===== src/rtl/vbs_capture.sv =====
// Composite-video sync/pixel receiver: recovers line and frame timing from the sync stream
// and writes the packed active pixels into a frame RAM through a write-strobe port.
module vbs_capture #(
    parameter int unsigned GLITCH       = 4,
    parameter int unsigned VSYNC_MIN    = 256,
    parameter int unsigned VSYNC_LINE   = 3,
    parameter int unsigned FIRST_LINE   = 35,
    parameter int unsigned ROWS         = 192,
    parameter int unsigned X_START      = 94,
    parameter int unsigned BYTES        = 40,
    parameter int unsigned LINE_TIMEOUT = 1024
) (
    input  logic        clk,
    input  logic        nReset,
    input  logic        sync,
    input  logic        pixel,
    output logic [12:0] wAddr,
    output logic [7:0]  wData,
    output logic        wStrobe,
    output logic        locked,
    output logic        frameDone
);

    typedef enum logic [1:0] {StHunt, StArmed, StLocked} state_e;

    localparam logic [8:0]  LowMax    = 9'd511;
    localparam logic [8:0]  GlitchM1  = 9'(GLITCH - 1);
    localparam logic [8:0]  VsyncM1   = 9'(VSYNC_MIN - 1);
    localparam logic [9:0]  HLoad     = 10'(GLITCH);
    localparam logic [9:0]  HMax      = 10'd1023;
    localparam logic [9:0]  XStart    = 10'(X_START);
    localparam logic [9:0]  XEnd      = 10'(X_START + 8 * BYTES);
    localparam logic [6:0]  LastByte  = 7'(BYTES - 1);
    localparam logic [8:0]  LineVs    = 9'(VSYNC_LINE);
    localparam logic [8:0]  LineFirst = 9'(FIRST_LINE);
    localparam logic [8:0]  LineEnd   = 9'(FIRST_LINE + ROWS);
    localparam logic [10:0] TMax      = 11'(LINE_TIMEOUT - 1);
    localparam logic [7:0]  RowLast   = 8'(ROWS - 1);
    // Skip from the end of the third row of a group to the next 128-byte group boundary.
    localparam logic [12:0] GroupStep = 13'(128 - 3 * BYTES + 1);

    // Input synchronizers (both inputs share the same latency)
    logic sync_meta, sync_s, pix_meta, pix_s;

    // Timing recovery
    logic [8:0]  low_run_q, low_run_d;
    logic [9:0]  hcnt_q, hcnt_d;
    logic [8:0]  line_q, line_d;
    logic [10:0] tcnt_q, tcnt_d;
    logic        edge_det, vsync_det, timeout;
    logic [9:0]  rel;
    logic        in_window, active_line, capture;

    // Control and capture
    state_e      state_q, state_d;
    logic        locked_q, locked_d;
    logic        start;
    logic [6:0]  shift_q, shift_d;
    logic [7:0]  wdata_q, wdata_d;
    logic        wstrobe_q, wstrobe_d;
    logic        last_q, last_d;
    logic [12:0] waddr_q, waddr_d;
    logic [1:0]  rig_q, rig_d;
    logic [7:0]  row_q, row_d;
    logic        frame_done_q, frame_done_d;
    logic        frame_full_q, frame_full_d;

    always_ff @(posedge clk or negedge nReset) begin
        if (!nReset) begin
            sync_meta <= 1'b1;
            sync_s    <= 1'b1;
            pix_meta  <= 1'b0;
            pix_s     <= 1'b0;
        end else begin
            sync_meta <= sync;
            sync_s    <= sync_meta;
            pix_meta  <= pixel;
            pix_s     <= pix_meta;
        end
    end

    // An edge is confirmed on the GLITCH-th consecutive low sample.
    assign edge_det    = !sync_s && (low_run_q == GlitchM1);
    assign vsync_det   = !sync_s && (low_run_q == VsyncM1);
    assign timeout     = !edge_det && (tcnt_q == TMax);
    assign rel         = hcnt_q - XStart;
    assign in_window   = (hcnt_q >= XStart) && (hcnt_q < XEnd);
    assign active_line = (line_q >= LineFirst) && (line_q < LineEnd);
    assign capture     = (state_q == StLocked) && active_line && !frame_full_q &&
                         in_window && !timeout;

    always_comb begin
        low_run_d = low_run_q;
        hcnt_d    = hcnt_q;
        line_d    = line_q;
        tcnt_d    = tcnt_q;

        if (sync_s) begin
            low_run_d = '0;
        end else if (low_run_q != LowMax) begin
            low_run_d = low_run_q + 9'd1;
        end

        // hcnt_q tracks the sample position, so the confirming sample is GLITCH-1
        if (edge_det) begin
            hcnt_d = HLoad;
        end else if (hcnt_q != HMax) begin
            hcnt_d = hcnt_q + 10'd1;
        end

        if (vsync_det) begin
            line_d = LineVs;
        end else if (edge_det) begin
            line_d = line_q + 9'd1;
        end

        if (edge_det) begin
            tcnt_d = '0;
        end else if (tcnt_q != TMax) begin
            tcnt_d = tcnt_q + 11'd1;
        end
    end

    always_comb begin
        state_d  = state_q;
        locked_d = locked_q;
        start    = 1'b0;

        case (state_q)
            StHunt: begin
                if (vsync_det) begin
                    state_d = StArmed;
                end
            end
            StArmed: begin
                if (edge_det) begin
                    state_d  = StLocked;
                    locked_d = 1'b1;
                    start    = 1'b1;
                end
            end
            StLocked: begin
                if (vsync_det) begin
                    state_d = StArmed;
                end
            end
            default: state_d = StHunt;
        endcase

        if (timeout) begin
            state_d  = StHunt;
            locked_d = 1'b0;
            start    = 1'b0;
        end
    end

    always_comb begin
        shift_d      = shift_q;
        wdata_d      = wdata_q;
        wstrobe_d    = 1'b0;
        last_d       = last_q;
        waddr_d      = waddr_q;
        rig_d        = rig_q;
        row_d        = row_q;
        frame_done_d = 1'b0;
        frame_full_d = frame_full_q;

        if (capture) begin
            shift_d = {shift_q[5:0], ~pix_s};
            if (rel[2:0] == 3'd7) begin
                wdata_d   = {shift_q, ~pix_s};
                wstrobe_d = 1'b1;
                last_d    = (rel[9:3] == LastByte);
            end
        end

        if (vsync_det) begin
            frame_full_d = 1'b0;
        end

        if (start) begin
            waddr_d = '0;
            rig_d   = '0;
            row_d   = '0;
        end else if (wstrobe_q) begin
            if (!last_q) begin
                waddr_d = waddr_q + 13'd1;
            end else if (row_q == RowLast) begin
                waddr_d      = '0;
                rig_d        = '0;
                row_d        = '0;
                frame_done_d = 1'b1;
                frame_full_d = 1'b1;
            end else begin
                waddr_d = waddr_q + ((rig_q == 2'd2) ? GroupStep : 13'd1);
                rig_d   = (rig_q == 2'd2) ? 2'd0 : rig_q + 2'd1;
                row_d   = row_q + 8'd1;
            end
        end
    end

    always_ff @(posedge clk or negedge nReset) begin
        if (!nReset) begin
            low_run_q    <= '0;
            hcnt_q       <= '0;
            line_q       <= '0;
            tcnt_q       <= '0;
            state_q      <= StHunt;
            locked_q     <= 1'b0;
            shift_q      <= '0;
            wdata_q      <= '0;
            wstrobe_q    <= 1'b0;
            last_q       <= 1'b0;
            waddr_q      <= '0;
            rig_q        <= '0;
            row_q        <= '0;
            frame_done_q <= 1'b0;
            frame_full_q <= 1'b0;
        end else begin
            low_run_q    <= low_run_d;
            hcnt_q       <= hcnt_d;
            line_q       <= line_d;
            tcnt_q       <= tcnt_d;
            state_q      <= state_d;
            locked_q     <= locked_d;
            shift_q      <= shift_d;
            wdata_q      <= wdata_d;
            wstrobe_q    <= wstrobe_d;
            last_q       <= last_d;
            waddr_q      <= waddr_d;
            rig_q        <= rig_d;
            row_q        <= row_d;
            frame_done_q <= frame_done_d;
            frame_full_q <= frame_full_d;
        end
    end

    assign wAddr     = waddr_q;
    assign wData     = wdata_q;
    assign wStrobe   = wstrobe_q;
    assign locked    = locked_q;
    assign frameDone = frame_done_q;

endmodule

===== config.mk =====
export PLATFORM = sky130hd
export DESIGN_NAME = vbs_capture
export DESIGN_NICKNAME = d
export VERILOG_FILES = /design/src/rtl/vbs_capture.sv
export SDC_FILE = /design/constraint.sdc
export NUM_CORES = 1
export LEC_CHECK = 0
export ABC_AREA = 1
export CORE_MARGIN = 2
export CORE_UTILIZATION = 40
export CTS_CLUSTER_SIZE = 30
export DETAILED_ROUTE_END_ITERATION = 6
export PLACE_DENSITY = 0.69
export SYNTH_ARGS = -nofsm -noshare
export SYNTH_HDL_FRONTEND = slang
export SYNTH_SLANG_ARGS = --single-unit

===== constraint.sdc =====
create_clock -name clk -period 2 [get_ports clk]
set_input_delay 0.4 -clock clk [delete_from_list [all_inputs] [get_ports clk]]
set_output_delay 0.4 -clock clk [all_outputs]
set_load 0.1 [all_outputs]

## After elaboration in Yosys (flattened, before gate mapping)

Index checks and enable logic that the tools add are counted.

| cells by class | value |
|---|---|
| reductions and logical operators | 27 |
| mux-type cells | 43 |
| bitwise operators | 1 |
| order comparisons | 4 |
| $add $sub $neg | 9 |
| equal/unequal tests | 14 |

Operators with widths:

| cell | count |
|---|---|
| 13-bit two-way mux | 4 |
| 9-bit two-way mux | 4 |
| 8-bit two-way mux | 4 |
| 11-bit two-way mux | 2 |
| 10-bit two-way mux | 2 |
| 9-bit by 1-bit adder with 9-bit output (second input constant) | 2 |
| 1-bit two-way mux | 17 |
| 2-bit two-way mux | 8 |
| 2-bit nonzero test | 8 |
| 13-bit by 1-bit adder with 13-bit output (second input constant) | 1 |
| 13-bit by 4-bit adder with 13-bit output | 1 |
| 11-bit by 1-bit adder with 11-bit output (second input constant) | 1 |
| 11-bit by 10-bit == test with 1-bit output (second input constant) | 1 |
| 11-bit by 10-bit inequality test with 1-bit output (second input constant) | 1 |
| 10-bit by 1-bit adder with 10-bit output (second input constant) | 1 |
| 10-bit by 7-bit greater-or-equal comparator with 1-bit output (second input constant) | 1 |
| 10-bit by 9-bit less-than comparator with 1-bit output (second input constant) | 1 |
| 10-bit inequality test (second input constant) | 1 |
| 10-bit by 7-bit subtractor with 10-bit output (second input constant) | 1 |
| 9-bit by 2-bit == test with 1-bit output (second input constant) | 1 |
| 9-bit by 8-bit == test with 1-bit output (second input constant) | 1 |
| 9-bit by 6-bit greater-or-equal comparator with 1-bit output (second input constant) | 1 |
| 1-bit logical AND | 9 |
| 9-bit by 8-bit less-than comparator with 1-bit output (second input constant) | 1 |
| other kinds (17) | 24 |

| word-level totals | value |
|---|---|
| bits in registers | 88 |
| logic and storage cells | 117 |
| output and inout port bits | 24 |
| bits of input ports | 4 |

## Longest topological paths before layout

| logic depth | value |
|---|---|
| depth after elaboration | 7 |
| depth in mapped cells | 12 |
| gate-level depth less buffers | 12 |

## Worst setup path before layout

No wires, ideal clock.

| timing path | value |
|---|---|
| path type | register -> register |
| from | reg waddr_q[3], in the netlist wAddr[3] |
| to | reg waddr_q[11], in the netlist wAddr[11] |
| setup time | 0.113 ns |
| path slack | -0.177 ns |
| data arrival time | 2.064 ns |
| period minus slack after synthesis | 2.177 ns |
| stages on the path, launching flop included | 11 |
| path buffers | 0 |
| required time | 1.887 ns |
| cells stage by stage | dfrtp_1 -> ha_1 -> nand2_1 -> o21ai_0 -> nand3_1 -> nor2_1 -> nand3_1 -> nand2_1 -> nand2_1 -> nand2_1 -> inv_1 |

| between the ends | value |
|---|---|
| word-level cells in the longest chain between the ends | 5 |
| elaborated cells between the ends (all ways) | 6 |
| classes of those cells | 2 x add/sub; 4 x mux |

Ends and longest elaborated chain:

| what | RTL line | RTL |
|---|---|---|
| from (decl) | 62 | `logic [12:0] waddr_q, waddr_d;` |
| from (signal assigned) | 230 | `waddr_q <= waddr_d;` |
| 13-bit by 4-bit adder with 13-bit output | 195 | `waddr_d = waddr_q + ((rig_q == 2'd2) ? GroupStep : 13'd1);` |
| 13-bit two-way mux | 188 | `end else if (row_q == RowLast) begin` |
| 13-bit two-way mux (*) | 186 | `if (!last_q) begin` |
| 13-bit two-way mux (*) | 185 | `end else if (wstrobe_q) begin` |
| 13-bit two-way mux (*) | 181 | `if (start) begin` |

Every way passes the cells marked *; elsewhere a longest branch is shown, timed or not. The select of a mux whose other input is x is not followed.
A chain may end at the register's enable or synchronous reset.

## Worst setup path after layout

| timing path | value |
|---|---|
| from | reg low_run_q[0] |
| to | reg low_run_q[4] |

| between the ends | value |
|---|---|
| word-level cells in the longest chain between the ends | 3 |
| elaborated cells between the ends (all ways) | 5 |
| classes of those cells | 1 x add/sub; 1 x eq/ne; 2 x mux; 1 x reduce/logical |

Ends and longest elaborated chain:

| what | RTL line | RTL |
|---|---|---|
| from (decl) | 46 | `logic [8:0] low_run_q, low_run_d;` |
| from (signal assigned) | 220 | `low_run_q <= low_run_d;` |
| 9-bit by 1-bit adder with 9-bit output | 101 | `low_run_d = low_run_q + 9'd1;` |
| 9-bit two-way mux | 100 | `end else if (low_run_q != LowMax) begin` |
| 9-bit two-way mux | 98 | `if (sync_s) begin` |

Parallel ways exist; a longest one is shown, timed or not. The select of a mux whose other input is x is not followed.

==> flow_metrics.env <==
export IMPL_syn_inst=578
export IMPL_dr_total_vias=3907
export IMPL_peakVddDrop_mv=0.444
export IMPL_htree_levels=3
export IMPL_reg2reg_from="low_run_q[0]"
export IMPL_dp_cells=753
export IMPL_async_flop_share=1.00
export IMPL_clockBufferDepth=2
export IMPL_routedWlPerCell_um=12.6
export IMPL_slowest_delay_ps=420
export IMPL_final_nets=643
export IMPL_first_pass_iters=5
export IMPL_rsz0062_at_grt="true"
export IMPL_syn2layout_area_growth_pct=18.4
export IMPL_cts_sinks=88
export IMPL_use_met2=0.267
export IMPL_min_period_over_period=0.956
export IMPL_grt_max_degree=43
export IMPL_io_pins=28
export IMPL_start_util=0.410
export IMPL_finalCriticalPeriod_ps=1910
export IMPL_worstSetupStartpoint="low_run_q[0]"
export IMPL_start_kind="register"
export IMPL_die_area_um2=12600
export IMPL_grt_use_met3=0.0383
export IMPL_hp_class="reg2reg"
export IMPL_die_w_um=112
export IMPL_die_h_um=112
export IMPL_cp_num_buf_inv=3
export IMPL_leakage_nw=2.85
export IMPL_skew_ps=8.68
export IMPL_synth_seq_area_share=0.470
export IMPL_maxCapViolCount=0
export IMPL_wl_um=9790
export IMPL_setup_ws_ps=88.0
export IMPL_io_buffers=27
export IMPL_ant_nets=0
export IMPL_pwr_density_cell_nw_per_um2=805
export IMPL_fmax_mhz=523
export IMPL_path_cells="ha_4 -> nand4_1 -> nor3_2 -> ha_2 -> inv_1 -> nor2_4 -> buf_6 -> nor3_2 -> nand2_1 -> inv_1 -> nor3_1"
export IMPL_worstHoldStart="sync_meta"
export IMPL_synth_seq_cells=88
export IMPL_path_class="reg2reg"
export IMPL_place_congestion=0.867
export IMPL_synth_distinct_cells=44
export IMPL_track_usage=0.162
export IMPL_layoutNonFillerInstCount=776
export IMPL_place_detailed_hpwl_um=7010
export IMPL_synth_edf_count=0
export IMPL_cts_tree="done"
export IMPL_synth_most_common_cell="nand2_1"
export IMPL_antenna_found_initial=0
export IMPL_viasPerCell=5.03
export IMPL_busiest_layer="met2"
export IMPL_slowest_stage="dfrtp_1"
export IMPL_synthTopCellsByArea="dfrtp_1 46%, nand2_1 12%, nand3_1 5.6%"
export IMPL_insertion_delay_ps=350
export IMPL_status="complete, no violations"
export IMPL_pre_cts_ws_ps=37.1
export IMPL_worst_pin_slew_ps=468
export IMPL_hold_slack_ps=360
export IMPL_drc_errors=0
export IMPL_drive_gt1_frac=0.160
export IMPL_maxSlewViolCount=0
export IMPL_crit_family="simple AND/OR/NAND/NOR gates"
export IMPL_yosysWarnings=0
export IMPL_critPathMaxFanout=5
export IMPL_core_area_um2=11400
export IMPL_crit_arrival_ps=2170
export IMPL_avgSynthCellArea_um2=8.11
export IMPL_required_ps=2260
export IMPL_slew_limit_headroom=0.687
export IMPL_cts_buffers=9
export IMPL_synth_main_ff_cell="dfrtp_1"
export IMPL_finalSetupViolations=0
export IMPL_syn_num_nets=593
export IMPL_ys_top_cells_by_count="149 x nand2_1, 86 x dfrtp_1, 69 x inv_1"
export IMPL_synth_top_area_frac=0.459
export IMPL_first_iter_violations=257
export IMPL_netlist_top_cell_by_area="dfrtp_1"
export IMPL_synth_area_um2=4690
export IMPL_end_kind="register"
export IMPL_grt_pass1_wl_um=16800
export IMPL_grt_use_met1=0.203
export IMPL_clockRootBuffer="clkbuf_16"
export IMPL_grt_overflow_total=0
export IMPL_grt_pass1_vias=3756
export IMPL_antenna_cells=0
export IMPL_clkTransAtPathRegs_ps=60
export IMPL_num_rows=39
export IMPL_hold_viol=0
-- placed cells by master (no fill, tap or decap), types with 3 or more instances in the layout --
master     netlist  final
buf_4            2     36
dfrtp_1         86     82
nor3_1          11      9
nand2_2          3      3
nand2_4          3      3
buf_12           0      4
nand2_1        149    149
dfrtp_2          0      4
o21ai_0         43     42
a21oi_1         23     23
nand3_4          4      4
nor2_2           3      4
a31oi_1          4      4
o21ai_1          2      3
inv_2            2      3
nand3_1         52     51
o21a_1           3      3
nor3_2           3      4
nor2_1          56     54
xor2_1          12     12
clkbuf_16        0      9
ha_1            11      9
nand4_1          9      9
nor2_4           2      4
inv_1           69     68
-- state kept, by name, indices dropped and copies added, names as in the netlist, 2 cells and up --
name,count
tcnt_q,11
row_q,8
state_q,2
low_run_q,9
wData,8
line_q,9
rig_q,2
hcnt_q,10
shift_q,7
wAddr,13
-- final timing paths --
| path | end | slack, ps | cells past startpoint |
|---|---|---|---|
| max reg2reg | low_run_q[4] | 90 | 11 |
| min in group asynchronous | tcnt_q[3] | 500 | 2 |
| max | low_run_q[4] | 90 | 11 |
| min reg2reg | sync_s | 360 | 0 |
| min | sync_s | 360 | 0 |
| max in group asynchronous | sync_s | 820 | 3 |
-- final cells by class --
type / instances / area, um2
clock inverters: 7 / 55.1
well taps: 143 / 179
fillers: 1085 / 5870
multi-input cells: 410 / 2200
repair buffers: 45 / 403
inverters: 74 / 282
clock buffers: 9 / 225
flip-flops and latches: 88 / 2210
-- what timing repair did --
action	CTS	global route
gates resized for setup	0	15
endpoints found under the hold margin	23	0
setup buffers	0	5
hold buffers	1	0
setup endpoints to repair	0	20
-- logic make-up (layout without fill, tap and decap cells) --
logic type / count (synthesis) / in the layout / synth area share
AND/OR/NAND/NOR: 304 / 305 / 0.310
flip-flops: 88 / 88 / 0.470
buffers and inverters: 81 / 135 / 0.0732
AO/OA/AOI/OAI: 80 / 80 / 0.0908
XOR/XNOR: 14 / 14 / 0.0262
adder cells (fa/ha/maj): 11 / 11 / 0.0294
-- worst register-to-register path: stages (launching register included) --
cell,delay [ps]
dfrtp_1,420
ha_4,170
nand4_1,140
nor3_2,250
ha_2,220
inv_1,70
nor2_4,100
buf_6,120
nor3_2,50
nand2_1,60
inv_1,50
nor3_1,180
-- metrics by stage --
step / area, um2 / utilization / TNS [ps] / power (mW)
final: 5550 / 0.486 / 0 / 4.47
after global routing: 5550 / 0.486 / -42.7 / 4.74
after CTS: 5430 / 0.476 / 0 / 4.52
after detailed placement: 5140 / 0.450 / 0 / 2.89
after global placement: 5140 / 0.450 / 0 / 2.85
after floorplan: 4690 / - / 0 / 2.70
-- layer usage --
| layer | vias to the layer above | share of wire |
|---|---|---|
| li1 | 1970 | - |
| met1 | 1845 | 0.45 |
| met2 | 72 | 0.49 |
| met3 | 20 | 0.034 |
| met4 | 0 | 0.022 |
| met5 | - | 0 |
-- report_power, final --
part,switching [mW],internal [mW],total (mW)
sequential,0.213,1.96,2.17
combinational,0.433,0.281,0.714
clock,0.733,0.852,1.59
Note: power is estimated with default switching activity, not from simulation.
